## config.mk

```make
export PLATFORM = sky130hd
export DESIGN_NAME = led_flow_ctrl
export DESIGN_NICKNAME = d
export VERILOG_FILES = /design/src/rtl/led_flow_ctrl.sv
export SDC_FILE = /design/constraint.sdc
export NUM_CORES = 1
export LEC_CHECK = 0
export CORE_ASPECT_RATIO = 1.5
export CORE_MARGIN = 4
export CORE_UTILIZATION = 65
export DETAILED_ROUTE_END_ITERATION = 16
export GPL_ROUTABILITY_DRIVEN = 0
export HOLD_SLACK_MARGIN = 0.1
export PLACE_DENSITY = 0.85
export SETUP_SLACK_MARGIN = 0.02
export SLEW_MARGIN = 40
export SYNTH_ARGS = -nofsm -noshare
export SYNTH_HDL_FRONTEND = slang
export SYNTH_SLANG_ARGS = --single-unit
```

## constraint.sdc

```tcl
create_clock -name clk -period 7.4 [get_ports clk]
set_clock_uncertainty 0.15 [all_clocks]
set_input_delay 1.48 -clock clk [delete_from_list [all_inputs] [get_ports clk]]
set_output_delay 1.48 -clock clk [all_outputs]
set_load 0.01 [all_outputs]
```

## src/rtl/led_flow_ctrl.sv

```systemverilog
// led_flow_ctrl: debounced run/pause controller for a one-hot running light
// with selectable step rate, direction and rotate/bounce mode.
module led_flow_ctrl #(
  parameter int LED_NUM    = 8,
  parameter int CNT_WIDTH  = 32,
  parameter int PERIOD0    = 100_000_000,
  parameter int PERIOD1    = 50_000_000,
  parameter int PERIOD2    = 25_000_000,
  parameter int PERIOD3    = 12_500_000,
  parameter int DEB_CYCLES = 1_000_000
) (
  input  logic               clk,
  input  logic               rst,
  input  logic               button,
  input  logic [1:0]         freq_set,
  input  logic               dir_set,
  input  logic               mode_set,
  output logic [LED_NUM-1:0] led,
  output logic               running
);
  localparam int DW = DEB_CYCLES > 1 ? $clog2(DEB_CYCLES) : 1;
  typedef enum logic [1:0] {IDLE, RUN, PAUSE} state_t;
  state_t state, state_nxt;
  logic s1, s2, deb, press, bdir, step, deb_fire, go_lsb;
  logic [DW-1:0] deb_cnt;
  logic [CNT_WIDTH-1:0] cnt, period_sel;
  assign deb_fire = (s2 != deb) && (deb_cnt == DW'(DEB_CYCLES - 1));
  assign running = (state == RUN);
  always_comb begin
    period_sel = freq_set[1] ? (freq_set[0] ? CNT_WIDTH'(PERIOD3) : CNT_WIDTH'(PERIOD2))
                             : (freq_set[0] ? CNT_WIDTH'(PERIOD1) : CNT_WIDTH'(PERIOD0));
    step       = running && (cnt >= period_sel - 1'b1);
    // bounce reverses only when sitting on the end LED it was heading for
    go_lsb     = mode_set ? (bdir ? !led[0] : led[LED_NUM-1]) : dir_set;
    state_nxt  = press ? ((state == RUN) ? PAUSE : RUN) : state;
  end
  always_ff @(posedge clk or negedge rst) begin
    if (!rst) begin
      s1      <= 1'b0;
      s2      <= 1'b0;
      deb     <= 1'b0;
      deb_cnt <= '0;
      press   <= 1'b0;
    end else begin
      s1    <= button;
      s2    <= s1;
      press <= deb_fire && s2;
      if (s2 == deb) deb_cnt <= '0;
      else if (deb_fire) begin
        deb     <= s2;
        deb_cnt <= '0;
      end else deb_cnt <= deb_cnt + 1'b1;
    end
  end
  always_ff @(posedge clk or negedge rst) begin
    if (!rst) begin
      state <= IDLE;
      cnt   <= '0;
      led   <= LED_NUM'(1);
      bdir  <= 1'b0;
    end else begin
      state <= state_nxt;
      if (step) cnt <= '0;
      else if (running) cnt <= cnt + 1'b1;
      if (step) led <= go_lsb ? {led[0], led[LED_NUM-1:1]} : {led[LED_NUM-2:0], led[LED_NUM-1]};
      if (!mode_set) bdir <= dir_set;
      else if (step) bdir <= go_lsb;
    end
  end
endmodule

```

Yosys cells after proc, flatten, opt, wreduce, memory -nomap -nowiden:

Index checks and enable logic that the tools add are counted.

* register bits after elaboration: 67
* input bits: 7
* logic and storage cells: 38

* add/sub/neg operators: 3
* $lt $le $gt $ge: 1
* equal/unequal tests: 5
* mux-type cells: 13
* bitwise gates (word level): 1
* reductions and logical operators: 6

Operator list (count)
* two-way mux 32 bit: 2
* two-way mux 27 bit: 2
* two-way mux 20 bit: 2
* adder 32 x 1 -> 32 bit (second input constant): 1
* >= comparator 32 bit: 1
* subtractor 27 x 1 -> 28 bit (second input constant): 1
* two-way mux 25 bit: 1
* adder 20 x 1 -> 20 bit (second input constant): 1
* == test 20 bit (second input constant): 1
* two-way mux 8 bit: 1
* two-way mux 1 bit: 4
* logical AND 1 bit: 3
* == test 2 x 1 -> 1 bit (second input constant): 1
* two-way mux 2 bit: 1
* != test 2 x 1 -> 1 bit (second input constant): 1
* AND reduction 2 bit: 1
* nonzero test 2 bit: 1
* == test 1 bit: 1
* logical NOT 1 bit: 1
* != test 1 bit: 1
* NOT 1 bit: 1

Depth between registers and ports, before layout:

* word-level depth: 7
* depth in mapped cells: 11

Worst setup path after synthesis:

Ideal clock, no wire load.

* path type: input-to-reg
* start point: in freq_set[1]
* end point: reg led[4]
* library setup time: 0.125 ns
* data arrival time: 3.462 ns
* required time: 7.125 ns
* slack: 3.663 ns
* stages on the path: 9
* cell sequence: nor2_1 inv_1 ha_1 a211oi_1 o21ai_0 a211oi_1 o22ai_4 buf_6 mux2_4

* cells in the longest elaborated chain, start to end: 4

RTL lines
* start, declared: line 15 `input logic [1:0] freq_set,`
* two-way mux 27 bit: line 30 `period_sel = freq_set[1] ? (freq_set[0] ? CNT_WIDTH'(PERIOD3) : CNT_WIDTH'(PERIOD2))`
* subtractor 27 x 1 -> 28 bit: line 32 `step = running && (cnt >= period_sel - 1'b1);`
* >= comparator 32 bit: line 32
* logical AND 1 bit: line 32
* end signal, assigned: line 65 `if (step) led <= go_lsb ? {led[0], led[LED_NUM-1:1]} : {led[LED_NUM-2:0], led[LED_NUM-1]};`
* end, declared: line 18 `output logic [LED_NUM-1:0] led,`

Every way passes these cells.
A chain may end at the register's enable or synchronous reset.

Final worst setup path:

* start point: in freq_set[0]
* end point: reg led[3]

* cells in the longest elaborated chain, start to end: 5
* elaborated cells between the ends (all ways): 6
* classes of those cells: add/sub (1); order compare (1); mux (3); reduce/logical (1)

RTL lines (line)
* two-way mux 25 bit / two-way mux 27 bit (equally long branches): 30, 31
* two-way mux 27 bit (*): 30
* subtractor 27 x 1 -> 28 bit (*): 32
* >= comparator 32 bit (*): 32
* logical AND 1 bit (*): 32

Mark *: on every way between the ends. The rest lies on a longest branch, timed or not.

==> results.py <==
metrics = {
    "clocking": {
        "clk_pin_slew_ps": 70,
        "insertion_delay_ps": 360,
        "cts_resized": 0,
        "cts.htree.levels": 3,
        "tritoncts": "yes",
        "numCtsBuffers": 9,
        "holdBufCountCts": 0,
        "root_buffer": "clkbuf_8",
        "clock-sinks": 67,
        "postCtsSetupBuffers": 0,
        "clockBufferDepth": 2,
    },
    "timing": {
        "timing.final.ws_setup_ps": 3104,
        "max_freq_mhz": 232.8,
        "tns_ps": 0,
        "maxSlewViolCount": 0,
        "min_period_ps": 4296,
        "hold_viol_final": 0,
        "fin_crit_sh": 0.5806,
        "tightest_slew_ps": 563.5,
        "relSlewSlack": 0.6169,
        "setup_viol": 0,
        "rsz0062_at_grt": "no",
    },
    "logic_synthesis": {
        "synth_top_area_share": 0.4433,
        "synth_compound_area_frac": 0.06481,
        "synthAdderAreaFrac": 0.06716,
        "synth_area_um2": 3726,
        "synth-xor-area-share": 0.09402,
        "avgSynthCellArea_um2": 10.04,
        "synth-async-reset-ratio": 1.000,
        "synth_cell_types": 45,
        "synthFlopType": "dfrtp_1",
        "synth.area.mux_share": 0.06279,
        "synthCells": 371,
        "syn_nets": 398,
        "yosys.area.top_type": "dfrtp_1",
        "synth_top_family_by_area": "simple AND/OR/NAND/NOR gates",
        "synth-edff-count": 0,
        "ys_ff_latch": 67,
        "seq_area_frac_synth": 0.4503,
        "synthTopCellsByCount": "dfrtp_1, nor2_1, xor2_1, nand2_1",
        "synth_area_leaders": "dfrtp_1, xor2_1, ha_1",
        "yosysMostFrequentCell": "dfrtp_1",
        "yosys.area_share.simple": 0.2287,
        "yosysWarningCount": 0,
    },
    "critical_path": {
        "worst_setup_path_end_kind": "flip-flop",
        "critPathRequiredTime_ps": 7490,
        "path_class": "primary input to flip-flop",
        "ff2ff_path_depth": 6,
        "reg2reg_slack_ps": 4550,
        "rr_startpoint": "cnt[30]$_DFFE_PN0P_",
        "cp-start-kind": "primary input",
        "cp_max_fo": 19,
        "worst_path_most_repeated_cell": "inv_1",
        "cp.arrival_ps": 4390,
        "cpPeakStageDelay_ps": 580,
        "crit_chain": "clkdlybuf4s50_1, inv_1, nor2_1, inv_1, ha_1, nand3_1, nor4_4, nand4_1, o22ai_4, buf_8, mux2_2",
        "worstReg2RegEnd": "led[3]$_DFFE_PN0P_",
        "slowest_stage": "clkdlybuf4s50_1",
    },
    "die": {
        "initial_utilization": 0.6735,
        "fp.dieArea_um2": 7033,
        "chipHeight_um": 100.7,
        "num_rows": 33,
        "ioPinCount": 16,
        "core_um2": 5533,
        "die_w_um": 69.82,
    },
    "drt": {
        "dr.pass1.iters": 4,
        "wl_mm": 7.649,
        "drc": 0,
        "routed-via-count": 2776,
        "ant_nets": 0,
        "drtIter0Drc": 181,
        "wl_per_cell_um": 16.52,
        "avgViaCountPerCell": 5.996,
    },
    "grt": {
        "grt_pass1_vias": 2938,
        "grt_pass1_wl_mm": 13.23,
        "grt_max_degree": 68,
        "grt-ovfl-total": 0,
        "grt_usage": 0.2397,
        "antenna_found_initial": 0,
    },
    "finish": {
        "utilization": 0.7499,
        "antenna_cells": 0,
        "layout-drive-gt1-share": 0.1221,
        "nets": 415,
        "syn2layout_area_growth_pct": 11.35,
    },
    "outcome": {
        "status": "complete, no violations",
    },
    "placement": {
        "place_ws_ps": 2654,
        "hpwl_mm": 5.196,
        "io_buffers": 15,
    },
    "worst_hold_path": {
        "hp-class": "flip-flop to flip-flop",
        "min_from": "s1$_DFF_PN0_",
        "worst_hold_path.endpoint": "s2$_DFF_PN0_",
        "whs_path_depth": 0,
    },
    "power_and_ir_drop": {
        "ir_drop_mv": 0.1394,
        "power_density_nw_per_um2": 176.8,
        "p_leak_nw": 1.683,
    },
    "job": {
        "maxCapViolations": 0,
    },
}
-- critical path, delay by kind of cell --
kind	cells	cell delay [ps]
AND/OR/NAND/NOR	4	870
multiplexers	1	350
AO/OA/AOI/OAI	1	400
buffers and inverters	4	980
adder cells (fa/ha/maj)	1	290
-- state kept, by name (all words and copies together) (netlist names), 2 cells and up --
name	flops
cnt	32
deb_cnt	20
led	8
state	2
-- where the power goes --
part / total, W / internal [W] / switching [W]
logic: 0.0000426 / 0.0000159 / 0.0000266
clock network: 0.000320 / 0.000175 / 0.000145
registers: 0.000371 / 0.000369 / 0.00000209
-- per-stage QoR --
step           hold slack (ps)  area [um^2]   power, W  instances
2_1_floorplan            181.2         3726  0.0004020        371
3_3_place_gp             191.5         3910  0.0004173        446
3_5_place_dp             188.7         3925  0.0004195        447
4_1_cts                  206.2         4136  0.0007398        463
5_1_grt                  210.2         4149  0.0007631        463
6_report                 202.9         4149  0.0007334        463
-- cell type report --
class / instances / area, um^2
Fill cell: 376 / 1384
Multi-Input combinational cell: 279 / 1941
Inverter: 12 / 45.04
Tap cell: 70 / 87.58
Sequential cell: 67 / 1678
Clock inverter: 5 / 60.06
Timing Repair Buffer: 19 / 186.4
Clock buffer: 11 / 151.4
-- worst max path at each step --
stage	from	end	slack, ps	depth (start not counted)
final	freq_set[0]	led[3]$_DFFE_PN0P_	3100	11
after global routing	freq_set[0]	led[2]$_DFFE_PN0P_	2940	11
after CTS	freq_set[0]	led[6]$_DFFE_PN0P_	2960	10
after detailed placement	freq_set[1]	led[5]$_DFFE_PN0P_	2650	10
after global placement	freq_set[0]	led[3]$_DFFE_PN0P_	2680	10
after floorplan	freq_set[1]	led[4]$_DFFE_PN0P_	3660	9
-- logic make-up after synthesis --
kind of cell	count (synthesis)
adders and majority gates	20
buffers and inverters	25
AOI/OAI and AO/OA	34
muxes	20
DFF	67
xor gates and xnor gates	40
and+or+nand+nor	164
other	1
-- cells in the final DEF, fill, tap and decap left out, drive strengths merged, types with 10 or more instances in the layout --
| master | netlist | routed |
|---|---|---|
| xor2 | 29 | 29 |
| nand3 | 20 | 20 |
| nand4 | 18 | 18 |
| a21oi | 10 | 10 |
| inv | 11 | 12 |
| clkbuf | 10 | 11 |
| dfrtp | 66 | 66 |
| clkdlybuf4s50 | 0 | 14 |
| nand2 | 22 | 22 |
| ha | 20 | 20 |
| nor2 | 55 | 55 |
| xnor2 | 11 | 11 |
| mux2 | 18 | 18 |
-- routing by layer --
| metal | vias to the layer above | part of all wire | GRT usage |
|---|---|---|---|
| li1 | 1339 | - | - |
| met1 | 1329 | 0.39 | 0.2674 |
| met2 | 71 | 0.52 | 0.4006 |
| met3 | 37 | 0.045 | 0.06687 |
| met4 | 0 | 0.049 | 0.1549 |
| met5 | - | 0 | 0 |
No activity file was read; power rests on OpenSTA's default activity.
